**config.mk**
```make
export PLATFORM = sky130hd
export DESIGN_NAME = hpu_job_sched_flat
export DESIGN_NICKNAME = d
export VERILOG_FILES = /design/src/rtl/hpu_job_sched_if.sv /design/src/rtl/hpu_job_sched.sv /design/src/flat_wrapper.sv
export SDC_FILE = /design/constraint.sdc
export NUM_CORES = 1
export LEC_CHECK = 0
export CAP_MARGIN = 20
export CORE_AREA = 2 2 82 123
export DETAILED_ROUTE_END_ITERATION = 12
export DIE_AREA = 0 0 84 125
export PLACE_DENSITY_LB_ADDON = 0.25
export RECOVER_POWER = 100
export SYNTH_ARGS = -nofsm -noshare
export SYNTH_HDL_FRONTEND = slang
export SYNTH_SLANG_ARGS = --single-unit
export TNS_END_PERCENT = 100
```
**constraint.sdc**
```tcl
create_clock -name AXIS_ACLK -period 5.98 [get_ports AXIS_ACLK]
set_input_delay 1.196 -clock AXIS_ACLK [delete_from_list [all_inputs] [get_ports AXIS_ACLK]]
set_output_delay 1.196 -clock AXIS_ACLK [all_outputs]
set_load 0.1 [all_outputs]
```
**src/rtl/hpu_job_sched_if.sv**
```systemverilog
// Control/status bundle between the job-posting side and hpu_job_sched.
// timeout_flag is present only when HPU_SCHED_TIMEOUT_EN is defined.
interface hpu_job_sched_if #(
    parameter int BATCH_W = 16,
    parameter int MAT_W   = 7
);
    logic               start;
    logic               abort;
    logic               cfg_load_mat;
    logic [MAT_W-1:0]   cfg_mat_words;
    logic [BATCH_W-1:0] cfg_batches;
    logic               mat_beat;
    logic               src_fin;
    logic               dst_last_hs;
    logic               matw;
    logic               run;
    logic               last;
    logic               busy;
    logic               done;
    logic               err;
    logic [BATCH_W-1:0] src_cnt;
    logic [BATCH_W-1:0] out_cnt;
`ifdef HPU_SCHED_TIMEOUT_EN
    logic               timeout_flag;
`endif

    modport master (
        output start, abort, cfg_load_mat, cfg_mat_words, cfg_batches,
               mat_beat, src_fin, dst_last_hs,
        input  matw, run, last, busy, done, err, src_cnt, out_cnt
`ifdef HPU_SCHED_TIMEOUT_EN
        , input timeout_flag
`endif
    );

    modport slave (
        input  start, abort, cfg_load_mat, cfg_mat_words, cfg_batches,
               mat_beat, src_fin, dst_last_hs,
        output matw, run, last, busy, done, err, src_cnt, out_cnt
`ifdef HPU_SCHED_TIMEOUT_EN
        , output timeout_flag
`endif
    );
endinterface

```
**src/rtl/hpu_job_sched.sv**
```systemverilog
// Job sequencer driving matw/run/last for the HPU stream datapath.
// Optional progress watchdog enabled by HPU_SCHED_TIMEOUT_EN.
module hpu_job_sched #(
    parameter int BATCH_W = 16,
    parameter int MAT_W   = 7,
    parameter int GAP_CYC = 2
`ifdef HPU_SCHED_TIMEOUT_EN
    ,
    parameter int TIMEOUT_CYC = 65535
`endif
) (
    input  logic           AXIS_ACLK,
    input  logic           AXIS_ARESETN,
    hpu_job_sched_if.slave bus
);
    typedef enum logic [2:0] {S_IDLE, S_LOAD, S_GAP, S_RUN, S_DONE} state_t;
    localparam int GW = (GAP_CYC > 1) ? $clog2(GAP_CYC) : 1;

    state_t             r_state, w_state_nxt;
    logic [MAT_W-1:0]   r_mat_words, r_beat;
    logic [BATCH_W-1:0] r_batches, r_src_cnt, r_out_cnt;
    logic [GW-1:0]      r_gap;
    logic               r_err, w_err_nxt, w_accept, w_kill, w_in_run;

`ifdef HPU_SCHED_TIMEOUT_EN
    localparam int WW = $clog2(TIMEOUT_CYC + 1);
    logic [WW-1:0] r_wd;
    logic          r_tmo, w_timeout, w_progress;

    assign w_progress = bus.mat_beat | bus.src_fin | bus.dst_last_hs;
    // Fires on the cycle the idle count would reach TIMEOUT_CYC.
    assign w_timeout  = (r_state == S_LOAD || r_state == S_RUN) && !w_progress &&
                        (r_wd == WW'(TIMEOUT_CYC - 1));
    assign w_kill     = bus.abort | w_timeout;
`else
    assign w_kill     = bus.abort;
`endif

    always_ff @(posedge AXIS_ACLK or negedge AXIS_ARESETN) begin
        if (!AXIS_ARESETN) begin
            r_state <= S_IDLE;
            r_err   <= 1'b0;
        end else begin
            r_state <= w_state_nxt;
            r_err   <= w_err_nxt;
        end
    end

    always_comb begin
        w_state_nxt = r_state;
        w_err_nxt   = 1'b0;
        w_accept    = 1'b0;
        if (r_state != S_IDLE && w_kill) begin
            w_state_nxt = S_IDLE;
            w_err_nxt   = 1'b1;
        end else begin
            // A start while busy is reported but never disturbs the job.
            if (r_state != S_IDLE && bus.start) w_err_nxt = 1'b1;
            case (r_state)
                S_IDLE: if (bus.start && !bus.abort) begin
                    if (bus.cfg_batches == '0) begin
                        w_err_nxt = 1'b1;
                    end else begin
                        w_accept    = 1'b1;
                        w_state_nxt = (bus.cfg_load_mat && bus.cfg_mat_words != '0) ? S_LOAD : S_GAP;
                    end
                end
                S_LOAD: if (bus.mat_beat && r_beat == r_mat_words - 1'b1) w_state_nxt = S_GAP;
                S_GAP:  if (r_gap == GW'(GAP_CYC - 1)) w_state_nxt = S_RUN;
                S_RUN:  if (bus.dst_last_hs && r_out_cnt == r_batches - 1'b1) w_state_nxt = S_DONE;
                S_DONE: w_state_nxt = S_IDLE;
                default: w_state_nxt = S_IDLE;
            endcase
        end
    end

    assign w_in_run = (r_state == S_RUN) && !w_kill;

    always_ff @(posedge AXIS_ACLK or negedge AXIS_ARESETN) begin
        if (!AXIS_ARESETN) begin
            r_mat_words <= '0;
            r_batches   <= '0;
            r_beat      <= '0;
            r_src_cnt   <= '0;
            r_out_cnt   <= '0;
            r_gap       <= '0;
        end else begin
            if (w_accept) begin
                r_mat_words <= bus.cfg_mat_words;
                r_batches   <= bus.cfg_batches;
                r_beat      <= '0;
                r_src_cnt   <= '0;
                r_out_cnt   <= '0;
            end else begin
                if (r_state == S_LOAD && bus.mat_beat) r_beat <= r_beat + 1'b1;
                if (w_in_run && bus.src_fin && r_src_cnt < r_batches)
                    r_src_cnt <= r_src_cnt + 1'b1;
                if (w_in_run && bus.dst_last_hs && r_out_cnt < r_batches)
                    r_out_cnt <= r_out_cnt + 1'b1;
            end
            r_gap <= (r_state == S_GAP) ? r_gap + 1'b1 : '0;
        end
    end

`ifdef HPU_SCHED_TIMEOUT_EN
    always_ff @(posedge AXIS_ACLK or negedge AXIS_ARESETN) begin
        if (!AXIS_ARESETN) begin
            r_wd  <= '0;
            r_tmo <= 1'b0;
        end else begin
            if (w_progress || w_state_nxt != r_state) r_wd <= '0;
            else if (r_state == S_LOAD || r_state == S_RUN) r_wd <= r_wd + 1'b1;
            if (w_accept)       r_tmo <= 1'b0;
            else if (w_timeout) r_tmo <= 1'b1;
        end
    end
    assign bus.timeout_flag = r_tmo;
`endif

    // last covers both the single-batch case and the final-batch window.
    assign bus.matw    = (r_state == S_LOAD);
    assign bus.run     = (r_state == S_RUN);
    assign bus.last    = (r_state == S_RUN) && (r_src_cnt >= r_batches - 1'b1);
    assign bus.busy    = (r_state != S_IDLE);
    assign bus.done    = (r_state == S_DONE);
    assign bus.err     = r_err;
    assign bus.src_cnt = r_src_cnt;
    assign bus.out_cnt = r_out_cnt;
endmodule

```
**src/flat_wrapper.sv**
```systemverilog
// flat-port wrapper written by rule: the top's interface ports become plain ports
module hpu_job_sched_flat 
#(
    parameter int BATCH_W = 16,
    parameter int MAT_W   = 7,
    parameter int GAP_CYC = 2

)
  (AXIS_ACLK, AXIS_ARESETN, bus_start, bus_abort, bus_cfg_load_mat, bus_cfg_mat_words, bus_cfg_batches, bus_mat_beat, bus_src_fin, bus_dst_last_hs, bus_matw, bus_run, bus_last, bus_busy, bus_done, bus_err, bus_src_cnt, bus_out_cnt);
  hpu_job_sched_if #(.BATCH_W(BATCH_W), .MAT_W(MAT_W)) bus_i ();
  input  logic AXIS_ACLK;
  input  logic AXIS_ARESETN;
  input wire logic [$bits(bus_i.start)-1:0] bus_start;
  input wire logic [$bits(bus_i.abort)-1:0] bus_abort;
  input wire logic [$bits(bus_i.cfg_load_mat)-1:0] bus_cfg_load_mat;
  input wire logic [$bits(bus_i.cfg_mat_words)-1:0] bus_cfg_mat_words;
  input wire logic [$bits(bus_i.cfg_batches)-1:0] bus_cfg_batches;
  input wire logic [$bits(bus_i.mat_beat)-1:0] bus_mat_beat;
  input wire logic [$bits(bus_i.src_fin)-1:0] bus_src_fin;
  input wire logic [$bits(bus_i.dst_last_hs)-1:0] bus_dst_last_hs;
  output wire logic [$bits(bus_i.matw)-1:0] bus_matw;
  output wire logic [$bits(bus_i.run)-1:0] bus_run;
  output wire logic [$bits(bus_i.last)-1:0] bus_last;
  output wire logic [$bits(bus_i.busy)-1:0] bus_busy;
  output wire logic [$bits(bus_i.done)-1:0] bus_done;
  output wire logic [$bits(bus_i.err)-1:0] bus_err;
  output wire logic [$bits(bus_i.src_cnt)-1:0] bus_src_cnt;
  output wire logic [$bits(bus_i.out_cnt)-1:0] bus_out_cnt;
  assign bus_i.start = bus_start;
  assign bus_i.abort = bus_abort;
  assign bus_i.cfg_load_mat = bus_cfg_load_mat;
  assign bus_i.cfg_mat_words = bus_cfg_mat_words;
  assign bus_i.cfg_batches = bus_cfg_batches;
  assign bus_i.mat_beat = bus_mat_beat;
  assign bus_i.src_fin = bus_src_fin;
  assign bus_i.dst_last_hs = bus_dst_last_hs;
  assign bus_matw = bus_i.matw;
  assign bus_run = bus_i.run;
  assign bus_last = bus_i.last;
  assign bus_busy = bus_i.busy;
  assign bus_done = bus_i.done;
  assign bus_err = bus_i.err;
  assign bus_src_cnt = bus_i.src_cnt;
  assign bus_out_cnt = bus_i.out_cnt;
  hpu_job_sched #(.BATCH_W(BATCH_W), .MAT_W(MAT_W), .GAP_CYC(GAP_CYC)) u_core (.AXIS_ACLK(AXIS_ACLK), .AXIS_ARESETN(AXIS_ARESETN), .bus(bus_i));
endmodule
```
==> results of run 1 <==
[cell families (layout without fill, tap and decap cells)]
group / count (synthesis) / count (layout) / synth area share
muxes: 14 / 14 / 0.02769
DFF: 67 / 67 / 0.3313
AOI/OAI and AO/OA: 96 / 96 / 0.1177
buffers and inverters: 42 / 113 / 0.03189
and+or+nand+nor: 226 / 226 / 0.2477
xor gates and xnor gates: 54 / 54 / 0.1127
adders and majority gates: 53 / 53 / 0.1310
[registers in the layout, indices dropped and copies added, names as in the netlist]
signal and cells:
u_core.bus.err 1, u_core.r_batches 16, u_core.bus.src_cnt 16, u_core.r_beat 7, u_core.r_gap 1, u_core.r_mat_words 7
u_core.r_state 3, u_core.bus.out_cnt 16
[layout by cell type (no fill, tap or decap), types with 15 or more instances in the layout]
master,n
sky130_fd_sc_hd__o21ai_0,40
sky130_fd_sc_hd__nand4_1,21
sky130_fd_sc_hd__clkdlybuf4s50_1,28
sky130_fd_sc_hd__inv_1,26
sky130_fd_sc_hd__nor2_1,25
sky130_fd_sc_hd__nand3_1,20
sky130_fd_sc_hd__dfrtp_1,67
sky130_fd_sc_hd__xor2_1,15
sky130_fd_sc_hd__dlygate4sd3_1,39
sky130_fd_sc_hd__xnor2_1,31
sky130_fd_sc_hd__a21oi_1,20
sky130_fd_sc_hd__ha_1,53
sky130_fd_sc_hd__nand2_1,61
[final timing paths]
check | start | to | depth (start not counted)
setup reg to reg | u_core.r_state[0]$_DFFE_PN0P_ | u_core.r_batches[7]$_DFFE_PN0P_ | 5
min in group asynchronous | AXIS_ARESETN | u_core.bus.out_cnt[2]$_DFFE_PN0P_ | 2
setup / recovery | u_core.r_batches[1]$_DFFE_PN0P_ | bus_last | 11
hold / removal | u_core.r_gap$_DFF_PN0_ | u_core.r_gap$_DFF_PN0_ | 1
hold reg to reg | u_core.r_gap$_DFF_PN0_ | u_core.r_gap$_DFF_PN0_ | 1
max in group asynchronous | AXIS_ARESETN | u_core.r_batches[14]$_DFFE_PN0P_ | 2
[metal layers]
layer / up-vias / GRT usage / routed length [um]
li1: 2129 / - / -
met2: 104 / 0.4673 / 7153
met5: - / 0 / 0
met3: 23 / 0.03498 / 495
met1: 2131 / 0.3318 / 5619
met4: 0 / 0.1195 / 354
[area by class of cell]
cell class,instances,share of cell area
clock buffers,11,0.03792
inverters,28,0.01713
flip-flops and latches,67,0.2732
well taps,115,0.02345
repair buffers,71,0.1125
clock inverters,3,0.01060
multi-input cells,443,0.5252
[worst max-delay path: stages (launching register included)]
cell	delay [ns]
sky130_fd_sc_hd__dfrtp_1	0.39
sky130_fd_sc_hd__inv_1	0.14
sky130_fd_sc_hd__ha_1	0.23
sky130_fd_sc_hd__nor4b_2	0.46
sky130_fd_sc_hd__nand4_1	0.26
sky130_fd_sc_hd__xnor2_1	0.19
sky130_fd_sc_hd__ha_1	0.28
sky130_fd_sc_hd__nand4_1	0.08
sky130_fd_sc_hd__nor2_1	0.13
sky130_fd_sc_hd__nand2_1	0.06
sky130_fd_sc_hd__o21ai_0	0.20
sky130_fd_sc_hd__dlygate4sd3_1	1.24
[where the power goes]
group / switching (mW) / internal (mW) / total (mW)
combinational: 0.703 / 0.456 / 1.16
clock: 0.190 / 0.360 / 0.550
sequential: 0.141 / 0.560 / 0.701
total: 1.03 / 1.38 / 2.41
==> flow_metrics.env, run 1 <==
export IMPL_cts_path_max_buffers=2
export IMPL_static_leakage_power_nw=2.920
export IMPL_synthArstFlopShare=1.000
export IMPL_worst_slew_pin_transition_ns=3.748
export IMPL_synth_seq_cells=67
export IMPL_post_route_min_period_ns=5.201
export IMPL_synthesis_area_per_instance_sq_um=9.169
export IMPL_timing_hold_worst_class="flop to flop"
export IMPL_io_buffers=68
export IMPL_netlist_top_cells_area="sky130_fd_sc_hd__dfrtp_1 33%, sky130_fd_sc_hd__ha_1 13%, sky130_fd_sc_hd__xnor2_1 5.4%"
export IMPL_power_density_nw_per_um2=392.7
export IMPL_setup_reg_to_reg_worst_slack_ns=2.23
export IMPL_final_min_period_over_clock_period=0.8698
export IMPL_post_cts_repair_setup_buffers=0
export IMPL_fillCellCount=783
export IMPL_dominantRegCellSynth="sky130_fd_sc_hd__dfrtp_1"
export IMPL_edff_count_synth=0
export IMPL_route_detailed_vias_per_inst=5.944
export IMPL_layout_drive_gt1_share=0.04976
export IMPL_yosysTopAreaCellShare=0.3313
export IMPL_clkTransAtPathRegs_ns=0.05
export IMPL_antenna_diode_count=0
export IMPL_syn_nets=636
export IMPL_worst_clock_skew_ns=0.004333
export IMPL_dp_slack_ns=1.204
export IMPL_antenna_found_initial=0
export IMPL_worst_rel_slew_slack=-1.499
export IMPL_report_final_hold_viol_count=0
export IMPL_register_area_sq_um=1677
export IMPL_htreeDepth=3
export IMPL_post_route_worst_setup_slack_ns=0.7787
export IMPL_yosysWarnings=0
export IMPL_end_kind="primary output"
export IMPL_critical_path_class="flop to primary output"
export IMPL_ant_nets=0
export IMPL_detailed_place_area_sq_um=5848
export IMPL_tritoncts="built"
export IMPL_num_nets_final=704
export IMPL_die_w_um=84
export IMPL_dr_pass1_iters=4
export IMPL_ys_top_cells_by_count="67 x sky130_fd_sc_hd__dfrtp_1, 61 x sky130_fd_sc_hd__nand2_1, 53 x sky130_fd_sc_hd__ha_1"
export IMPL_boundaryPins=69
export IMPL_dp_cells=724
export IMPL_floorplan_rows=44
export IMPL_p_total_mw=2.410
export IMPL_worst_skew_pair_later_pin_latency_ns=0.33
export IMPL_dieArea_sq_um=10500
export IMPL_critical_path_peak_fanout=5
export IMPL_top_cell_type_by_total_area_after_synthesis="sky130_fd_sc_hd__dfrtp_1"
export IMPL_total_area_of_multi_input_combinational_cells_sq_um=3223
export IMPL_violated_checks="capacitance limit, slew limit"
export IMPL_gp_congestion=0.8677
export IMPL_fin_worst_hold_slack_ns=0.4340
export IMPL_grt_ovfl_total=0
export IMPL_grt_total_usage=0.2690
export IMPL_die_h_um=125
export IMPL_max_vdd_drop_mv=0.2177
export IMPL_post_layout_nonfiller_instances=738
export IMPL_rsz_0062_raised_after_global_routing="false"
export IMPL_drv_slew=140
export IMPL_post_route_drc_count=0
export IMPL_seq_area_frac_synth=0.3313
export IMPL_route_detailed_wl_per_inst_um=18.46
export IMPL_route_final_wire_length_um=13620
export IMPL_numCtsBuffers=9
export IMPL_cts_sinks=67
export IMPL_synth_most_common_cell="sky130_fd_sc_hd__dfrtp_1"
export IMPL_synth_cell_types=59
export IMPL_setup_total_negative_slack_ns=0
export IMPL_finalSetupViolCount=0
export IMPL_num_vias=4387
export IMPL_area_growth_pct=21.26
export IMPL_detailedRoute_firstIterationViolations=266
export IMPL_outcome="finished, violations left"
export IMPL_core_area_sq_um=9524
export IMPL_grt_pass1_vias=4552
export IMPL_max_clock_freq_mhz=192.3
export IMPL_final_core_utilization=0.6444
export IMPL_worstPathArrival_ns=4.01
export IMPL_grt_first_pass_wirelength_um=22480
export IMPL_cts_hold_fix_buffers=0
export IMPL_final_area_sq_um=6137
export IMPL_critPathRequiredTime_ns=4.78
export IMPL_grt_max_degree=68
export IMPL_worst_setup_path_start_kind="flop"
export IMPL_dpl_hpwl_um=10220
export IMPL_cts_resized_gates=0
export IMPL_initial_cell_density_of_the_core=0.5314
export IMPL_synthesis_instances=552
export IMPL_max_cap_viol_count=3
export IMPL_root_buffer_cell="sky130_fd_sc_hd__clkbuf_16"
export IMPL_netlist_area_sq_um=5061
(Power assumes the default switching activity.)
==> inputs of run 2 (changes only) <==
- HOLD_SLACK_MARGIN: unset -> 0.1
==> results of run 2 <==
Same layout as run 1: the final DEF is identical, and so are final timing and power.
